===== src/rtl/acesso_ctrl_pkg.sv =====
// ---------------------------------------------------------------------------
// cofre_pkg -- shared definitions for the safe access controller.
//   state_t      : controller FSM state encoding
//   PEN_S_DEF    : default lockout length in ticks
//   MAX_ERR_DEF  : default number of wrong attempts that raise the alarm
//   sat_inc2()   : 2-bit saturating increment for the error counter
// ---------------------------------------------------------------------------
package cofre_pkg;

   typedef enum logic [1:0] {
      IDLE    = 2'd0,
      EVAL    = 2'd1,
      LOCKOUT = 2'd2,
      ALARM   = 2'd3
   } state_t;

   localparam int PEN_S_DEF   = 5;
   localparam int MAX_ERR_DEF = 3;

   function automatic logic [1:0] sat_inc2(input logic [1:0] v);
      return (v == 2'd3) ? 2'd3 : v + 2'd1;
   endfunction

endpackage


===== src/rtl/acesso_ctrl_timer.sv =====
// ---------------------------------------------------------------------------
// penalty_timer -- down-counter for the lockout penalty.
//   clk, reset : clock / synchronous active-high reset
//   clr        : synchronous clear (master key)
//   load       : load count with load_val (takes priority over tick)
//   load_val   : reload value
//   tick       : decrement strobe, ignored when count is already 0
//   count      : remaining ticks
//   done       : tick arriving while count==1, i.e. this edge expires it
// ---------------------------------------------------------------------------
module penalty_timer #(
   parameter int W = 4
) (
   input  logic         clk,
   input  logic         reset,
   input  logic         clr,
   input  logic         load,
   input  logic [W-1:0] load_val,
   input  logic         tick,
   output logic [W-1:0] count,
   output logic         done
);

   always_ff @(posedge clk) begin
      if (reset || clr)
         count <= '0;
      else if (load)
         count <= load_val;
      else if (tick && (count != '0))
         count <= count - 1'b1;
   end

   // Lets the controller leave LOCKOUT on the same edge the count hits 0.
   assign done = tick && (count == W'(1));

endmodule


===== src/rtl/acesso_ctrl.sv =====
// ---------------------------------------------------------------------------
// acesso_ctrl -- password attempt controller for the safe.
//   clk, reset : clock / synchronous active-high reset
//   tick       : 1 Hz enable strobe, drives the lockout countdown
//   try_req    : one-cycle submit pulse, senha_ok valid alongside it
//   senha_ok   : password comparison result
//   locked     : attempts only accepted while the safe is closed
//   H          : master key, clears lockout/alarm/error count
//   grant      : one-cycle open permission (cycle after a good try)
//   err_cnt    : consecutive wrong attempts
//   lockout    : penalty timer running
//   alarm      : sticky alarm after MAX_ERR wrong attempts
//   wait_s     : remaining lockout ticks (0 outside LOCKOUT)
// All outputs are decoded from registers only.
// ---------------------------------------------------------------------------
module acesso_ctrl
   import cofre_pkg::*;
#(
   parameter int PEN_S   = PEN_S_DEF,
   parameter int MAX_ERR = MAX_ERR_DEF
) (
   input  logic       clk,
   input  logic       reset,
   input  logic       tick,
   input  logic       try_req,
   input  logic       senha_ok,
   input  logic       locked,
   input  logic       H,
   output logic       grant,
   output logic [1:0] err_cnt,
   output logic       lockout,
   output logic       alarm,
   output logic [3:0] wait_s
);

   localparam logic [3:0] PEN_V = 4'(PEN_S);
   localparam logic [1:0] MAX_V = 2'(MAX_ERR);

   state_t     state_q, state_d;
   logic       ok_q, ok_d;
   logic [1:0] err_q, err_d;
   logic [1:0] err_inc;
   logic       tmr_load, tmr_tick, tmr_done;
   logic [3:0] tmr_cnt;

   assign err_inc = sat_inc2(err_q);

   penalty_timer #(.W(4)) u_timer (
      .clk      (clk),
      .reset    (reset),
      .clr      (H),
      .load     (tmr_load),
      .load_val (PEN_V),
      .tick     (tmr_tick),
      .count    (tmr_cnt),
      .done     (tmr_done)
   );

   always_ff @(posedge clk) begin
      if (reset) begin
         state_q <= IDLE;
         ok_q    <= 1'b0;
         err_q   <= 2'd0;
      end else begin
         state_q <= state_d;
         ok_q    <= ok_d;
         err_q   <= err_d;
      end
   end

   // H outranks everything except reset; a try_req alongside it is dropped.
   always_comb begin
      state_d  = state_q;
      ok_d     = ok_q;
      err_d    = err_q;
      tmr_load = 1'b0;
      tmr_tick = 1'b0;
      if (H) begin
         state_d = IDLE;
         ok_d    = 1'b0;
         err_d   = 2'd0;
      end else begin
         case (state_q)
            IDLE: begin
               if (try_req && locked) begin
                  ok_d    = senha_ok;
                  state_d = EVAL;
               end
            end
            EVAL: begin
               ok_d = 1'b0;
               if (ok_q) begin
                  err_d   = 2'd0;
                  state_d = IDLE;
               end else begin
                  err_d = err_inc;
                  if (err_inc == MAX_V) begin
                     state_d = ALARM;
                  end else begin
                     state_d  = LOCKOUT;
                     tmr_load = 1'b1;
                  end
               end
            end
            LOCKOUT: begin
               tmr_tick = tick;
               if (tmr_done) state_d = IDLE;
            end
            ALARM:   state_d = ALARM;
            default: state_d = IDLE;
         endcase
      end
   end

   assign grant   = (state_q == EVAL) && ok_q;
   assign err_cnt = err_q;
   assign lockout = (state_q == LOCKOUT);
   assign alarm   = (state_q == ALARM);
   assign wait_s  = (state_q == LOCKOUT) ? tmr_cnt : 4'd0;

endmodule


===== config.mk =====
export PLATFORM = sky130hd
export DESIGN_NAME = acesso_ctrl
export DESIGN_NICKNAME = d
export VERILOG_FILES = /design/src/rtl/acesso_ctrl_pkg.sv /design/src/rtl/acesso_ctrl_timer.sv /design/src/rtl/acesso_ctrl.sv
export SDC_FILE = /design/constraint.sdc
export NUM_CORES = 1
export LEC_CHECK = 0
export CAP_MARGIN = 20
export CORE_AREA = 5 5 42 44
export CTS_CLUSTER_SIZE = 12
export DETAILED_ROUTE_END_ITERATION = 8
export DIE_AREA = 0 0 47 49
export PLACE_DENSITY = 0.74
export SLEW_MARGIN = 10
export SYNTH_ARGS = -nofsm -noshare
export SYNTH_HDL_FRONTEND = slang
export SYNTH_SLANG_ARGS = --single-unit

===== constraint.sdc =====
create_clock -name clk -period 1.8 [get_ports clk]
set_input_delay 0.54 -clock clk [delete_from_list [all_inputs] [get_ports clk]]
set_output_delay 0.54 -clock clk [all_outputs]
set_load 0.01 [all_outputs]

==> impl_metrics.toml, run 1 <==
[synth]
ys_warn_count = 0
synth_top_cell_area_share_pct = 33.3
yosys.cell_count.top_type = "dfxtp_1"
syn-num-nets = 73
synth-edff-count = 0
synth_area_um2 = 542
synthFlopType = "dfxtp_1"
synth_seq_cells = 9
yosysUniqueCellTypes = 24
synth-seq-area-share_pct = 33.3
synthTopCellsByCount = "9 x dfxtp_1, 7 x a21oi_1, 5 x and2_1, 5 x inv_1, 4 x o21ai_0"
synth_area_leader_cell = "dfxtp_1"
synth_area_leaders = "dfxtp_1 33%, ha_1 6.9%, a21oi_1 6.5%"
syn_inst = 63
syn_avg_cell_area_um2 = 8.60
async_flop_share_pct = 0

[timing]
skew_ns = 0.00549
fmax_mhz = 574
rsz0062_at_grt = "false"
min_period_ns = 1.74
setup_viol = 0
worst_slew_pin_slew_ns = 0.517
final_hold_viol_count = 0
relSlewSlack_pct = 65.5
period_share_pct = 96.8
slew_viol_final = 0

[run]
max-cap-violations = 0

[power]
p_clk_share_pct = 38.1
power_leakage_uw = 0.000311
p_switching_uw = 85.0
power_density_nw_per_um2 = 494
p_int_uw = 311
p_sw_share_pct = 21.4
pwr-share-seq_pct = 51.2
combinationalPowerShare_pct = 10.7
ir_worst_vdd_mv = 0.454

[critical_path]
crit_path_end_kind = "primary output"
critical_path_required_ns = 1.26
cp.arrival_ns = 1.20
path_class = "reg -> out"
crit_chain = "nor2b_4, and2_1, dlygate4sd2_1"
cp_max_fo = 5
cp-start-kind = "flop"
crit_buf_inv = 1
crit_family = "flip-flops"
r2r_slack_ns = 0.23
cpPeakStageDelay_ns = 0.38
slowest_stage = "dfxtp_4"
reg2reg_to = "u_timer.count[3]"
worstReg2RegStart = "state_q[1]"
rr_worst_depth = 4

[clock_tree]
htreeDepth = 1
clkTransAtPathRegs_ns = 0.06
cts_root_buf = "clkbuf_4"
cts_sinks = 9
clockBufferDepth = 2
cts_buffers = 3
insertion_delay_ns = 0.26
tritoncts = "yes"
cts_hold_buf = 0

[grt]
antenna_found_initial = 0
grt_pass1_wl_um = 1840
grt_pass1_vias = 447
grt_usage_pct = 10.6
grt_max_degree = 8
overflow = 0

[die]
core_area_um2 = 1400
die_w_um = 47
fp.dieH_um = 49
num_rows = 14
io_pins = 16
start_util_pct = 38.7
dieArea_um2 = 2300

[hold_path]
hold_start = "err_cnt[0]"
min_path_cells = 2
hold_end = "err_cnt[0]"
hp-class = "reg -> reg"

[final_layout]
antenna_cells = 0
final_cell_area_um2 = 802
utilization_pct = 57.2
syn_to_final_growth_pct = 48.0
nNetsFinal = 99
drive_gt1_share_pct = 23.9

[placement]
placed_cell_area_um2 = 753
gp_congestion = 0.756
io_buffer_count = 15
dpl.hpwl_um = 924

[route]
ant_nets = 0
num_vias = 521
viasPerCell = 5.01
drcViolationCount = 0
dr.pass1.iters = 5
routed_wl_um = 1180
routedWlPerCell_um = 11.3
drtIter0Drc = 6

[status]
status = "complete, no violations"
[area by class of cell]
class / count / area (um^2)
fillers: 132 / 599
multi-input cells: 48 / 357
flip-flops and latches: 9 / 188
inverters: 5 / 18.8
clock buffers: 4 / 26.3
repair buffers: 22 / 193
well taps: 16 / 20.0
[through the flow]
step / instances / worst slack, ns / hold WS (ns) / TNS (ns) / total power [uW]
floorplan: 63 / 0.287 / 0.466 / 0 / 226
global placement: 99 / -0.129 / 0.483 / -0.947 / 250
detailed placement: 99 / -0.167 / 0.493 / -1.16 / 250
CTS: 103 / 0.0452 / 0.502 / 0 / 406
global route: 104 / 0.00358 / 0.543 / 0 / 422
finish: 104 / 0.0572 / 0.495 / 0 / 396
[layout by cell type, fill, tap and decap left out, types with 3 or more instances in the layout]
cell type        count
dfxtp_1              7
and2_1               5
clkdlybuf4s50_1      8
dlygate4sd2_1        4
inv_1                5
o21ai_0              4
clkbuf_4             3
a21oi_1              7
ha_1                 3
or3_1                3
buf_4                7
[power groups by stage]
stage | registers [uW] | clock network [uW] | logic, uW
CTS | 202 | 161 | 41.9
global route | 203 | 172 | 46.3
detailed placement | 209 | 0 | 41.4
finish | 203 | 151 | 42.4
floorplan | 209 | 0 | 17.3
global placement | 209 | 0 | 41.1
[metal layers]
| metal | global-route usage [%] | wire length [um] | up-vias |
|---|---|---|---|
| met2 | 16.1 | 550 | 12 |
| met4 | 1.38 | 0 | 0 |
| met5 | 0 | 0 | - |
| li1 | - | - | 273 |
| met1 | 13.6 | 550 | 236 |
| met3 | 5.54 | 75 | 0 |
[how the worst max path moves through the flow]
stage	slack (ns)	cells after the start	start	endpoint
3_3_place_gp	-0.13	4	H	u_timer.count[3]
5_1_grt	0.004	3	state_q[1]	wait_s[2]
6_report	0.06	3	state_q[1]	wait_s[0]
3_5_place_dp	-0.17	4	H	u_timer.count[2]
4_1_cts	0.05	3	state_q[1]	wait_s[3]
2_1_floorplan	0.29	2	state_q[1]	wait_s[0]
[what timing repair did]
item                       CTS  global route
pin swaps                    0             1
setup endpoints to repair    7             3
setup buffers                0             1
gates resized for setup     17             3
[worst reg2reg max path: cells and delay by family (launching register included)]
kind | cells | cell delay, ns
buf+inv | 1 | 0.15
compound gates | 1 | 0.04
flops | 1 | 0.36
simple gates | 2 | 0.90
[state kept, by name (all words and copies together) (netlist names)]
name and cells:
u_timer.count 4, err_cnt 2, state_q 2, ok_q 1
[logic make-up (layout without fill, tap and decap cells)]
logic type,count (synthesis),after routing,share of synthesized area [%]
AO/OA/AOI/OAI,15,15,15.2
adder cells (fa/ha/maj),3,3,6.93
buffers and inverters,6,31,4.16
flip-flops,9,9,33.3
AND/OR/NAND/NOR,30,30,40.4
Note: power is estimated with default switching activity, not from simulation.
==> run 2: changes to the inputs <==
CAP_MARGIN = 10   (was 20)
CTS_BUF_LIST = sky130_fd_sc_hd__clkbuf_8   (was unset)
PLACE_DENSITY = 0.76   (was 0.74)
SYNTH_HIERARCHICAL = 1   (was unset)
==> impl_metrics.toml, run 2 <==
[route]
ant_nets = 0
drcViolationCount = 0
viasPerCell = 5.11
num_vias = 623
routed_wl_um = 1470
routedWlPerCell_um = 12.0
dr.pass1.iters = 3
drtIter0Drc = 2

[critical_path]
crit_buf_inv = 1
cp_max_fo = 5
slowest_stage = "clkdlybuf4s50_1"
cpPeakStageDelay_ns = 0.56
cp.arrival_ns = 1.18
crit_path_end_kind = "primary output"
cp-start-kind = "flop"
critical_path_required_ns = 1.26
crit_chain = "clkdlybuf4s50_1"
path_class = "reg -> out"
crit_family = "buffers and inverters"

[clock_tree]
tritoncts = "yes"
cts_buffers = 3
cts_sinks = 9
clkTransAtPathRegs_ns = 0.05
cts_root_buf = "clkbuf_8"
cts_hold_buf = 0
insertion_delay_ns = 0.24
clockBufferDepth = 2
htreeDepth = 1

[placement]
dpl.hpwl_um = 1210
placed_cell_area_um2 = 827
io_buffer_count = 15
gp_congestion = 0.851

[run]
max-cap-violations = 0

[die]
fp.dieH_um = 49
io_pins = 16
dieArea_um2 = 2300
die_w_um = 47
num_rows = 14
start_util_pct = 39.9
core_area_um2 = 1400

[synth]
synth_seq_cells = 9
synthTopCellsByCount = "9 x dfxtp_1, 7 x a21oi_1"
synthAdderAreaFrac_pct = 4.47
syn_inst = 72
async_flop_share_pct = 0
synth-edff-count = 0
synth_area_leader_cell = "dfxtp_1"
synthXorXnorAreaFrac_pct = 0
synth-seq-area-share_pct = 32.2
synthFlopType = "dfxtp_1"
synth_mux_area_share_pct = 1.79
syn_avg_cell_area_um2 = 7.77
ys_warn_count = 6
yosys.cell_count.top_type = "dfxtp_1"
synth_area_um2 = 559
synthSimpleGateAreaFrac_pct = 38.7
synth_area_leaders = "dfxtp_1 32%, a21oi_1 6.3%, and2_1 5.6%"
yosysUniqueCellTypes = 28
synth_compound_area_share_pct = 17.4
synth_top_family_by_area = "simple AND/OR/NAND/NOR gates"
synth_top_cell_area_share_pct = 32.2

[final_layout]
regArea_um2 = 183
syn_to_final_growth_pct = 58.8
fillers = 134
top_register = "u_timer/count"
nNetsFinal = 116
largest_register_ffs = 4
layout_common_cells = "13 x buf_4, 7 x a21oi_1, 7 x dfxtp_1, 7 x clkdlybuf4s50_1, 7 x dlygate4sd2_1"
drive_gt1_share_pct = 22.6
final_cell_area_um2 = 888
utilization_pct = 63.4
multiInputGateArea_um2 = 375
final_common_cell = "buf_4"
antenna_cells = 0

[timing]
skew_ns = 0.00142
final_hold_viol_count = 0
min_period_ns = 1.72
fin_setup_tns_ns = 0
period_share_pct = 95.4
fmax_mhz = 583
rsz0062_at_grt = "false"
slew_viol_final = 0
setup_viol = 0

[status]
status = "complete, no violations"

[hold_path]
hp-class = "reg -> reg"

[grt]
grt_pass1_wl_um = 2460
antenna_found_initial = 0
grt_usage_pct = 14.8
grt_max_degree = 7
overflow = 0
grt_pass1_vias = 626

[power]
power_density_nw_per_um2 = 551
power_leakage_uw = 0.000397
power_uw = 489
ir_worst_vdd_mv = 0.486
-- run 2: cell types whose count changed in the layout (fill, tap and decap cells not counted), sizes merged, moves of 3 or more --
cell         before  now
buf               8   13
conb              0    4
dlygate4sd2       4    7
nand3             2    6
nand4bb           3    0
nor2              1    6
or3               3    0
-- run 2: path summary, 6_finish.rpt --
path                            startpoint         end  slack (ns)  cells after the start
worst max register to register  state_q[1]  state_q[1]        0.26                      8
worst max-delay path            err_cnt[1]  err_cnt[1]        0.08                      1
worst min-delay path            err_cnt[0]  err_cnt[0]        0.49                      2
worst min register to register  err_cnt[0]  err_cnt[0]        0.49                      2
-- run 2: power breakdown --
| part | switching (uW) | internal (uW) |
|---|---|---|
| Clock | 88.0 | 152 |
| Combinational | 19.3 | 25.2 |
| Sequential | 2.84 | 202 |
| Total | 110 | 379 |
-- run 2: through the flow --
step / worst slack [ns] / hold WS, ns / instances
3_3_place_gp: -0.176 / 0.478 / 117
5_1_grt: 0.00907 / 0.525 / 122
4_1_cts: 0.0450 / 0.491 / 122
6_report: 0.0835 / 0.487 / 122
3_5_place_dp: -0.231 / 0.485 / 117
2_1_floorplan: 0.211 / 0.480 / 74
-- run 2: layout make-up --
| class | instances | share of cell area [%] |
|---|---|---|
| Clock inverter | 1 | 0.563 |
| Clock buffer | 3 | 4.65 |
| Sequential cell | 9 | 20.6 |
| Multi-Input combinational cell | 59 | 42.3 |
| Tap cell | 16 | 2.25 |
| Timing Repair Buffer | 28 | 27.2 |
| Inverter | 6 | 2.54 |
-- run 2: cell families after synthesis --
| kind of cell | after synthesis |
|---|---|
| flip-flops | 9 |
| buffers and inverters | 6 |
| adder cells (fa/ha/maj) | 2 |
| AO/OA/AOI/OAI | 17 |
| other | 2 |
| AND/OR/NAND/NOR | 35 |
| multiplexers | 1 |
-- run 2: per-layer routing --
metal  share of wire [%]  routed length, um  track usage [%]
met5                   0                  0                0
met1                  38                565             15.2
met3                 6.3                 93             4.80
met2                  50                734             23.5
met4                 5.1                 75             11.1
-- run 2: timing repair --
| item | in CTS | in global routing |
|---|---|---|
| gates resized for setup | 11 | 2 |
| endpoints found under the setup margin | 8 | 1 |
| pin swaps | 0 | 1 |
| buffers inserted | 1 | 0 |
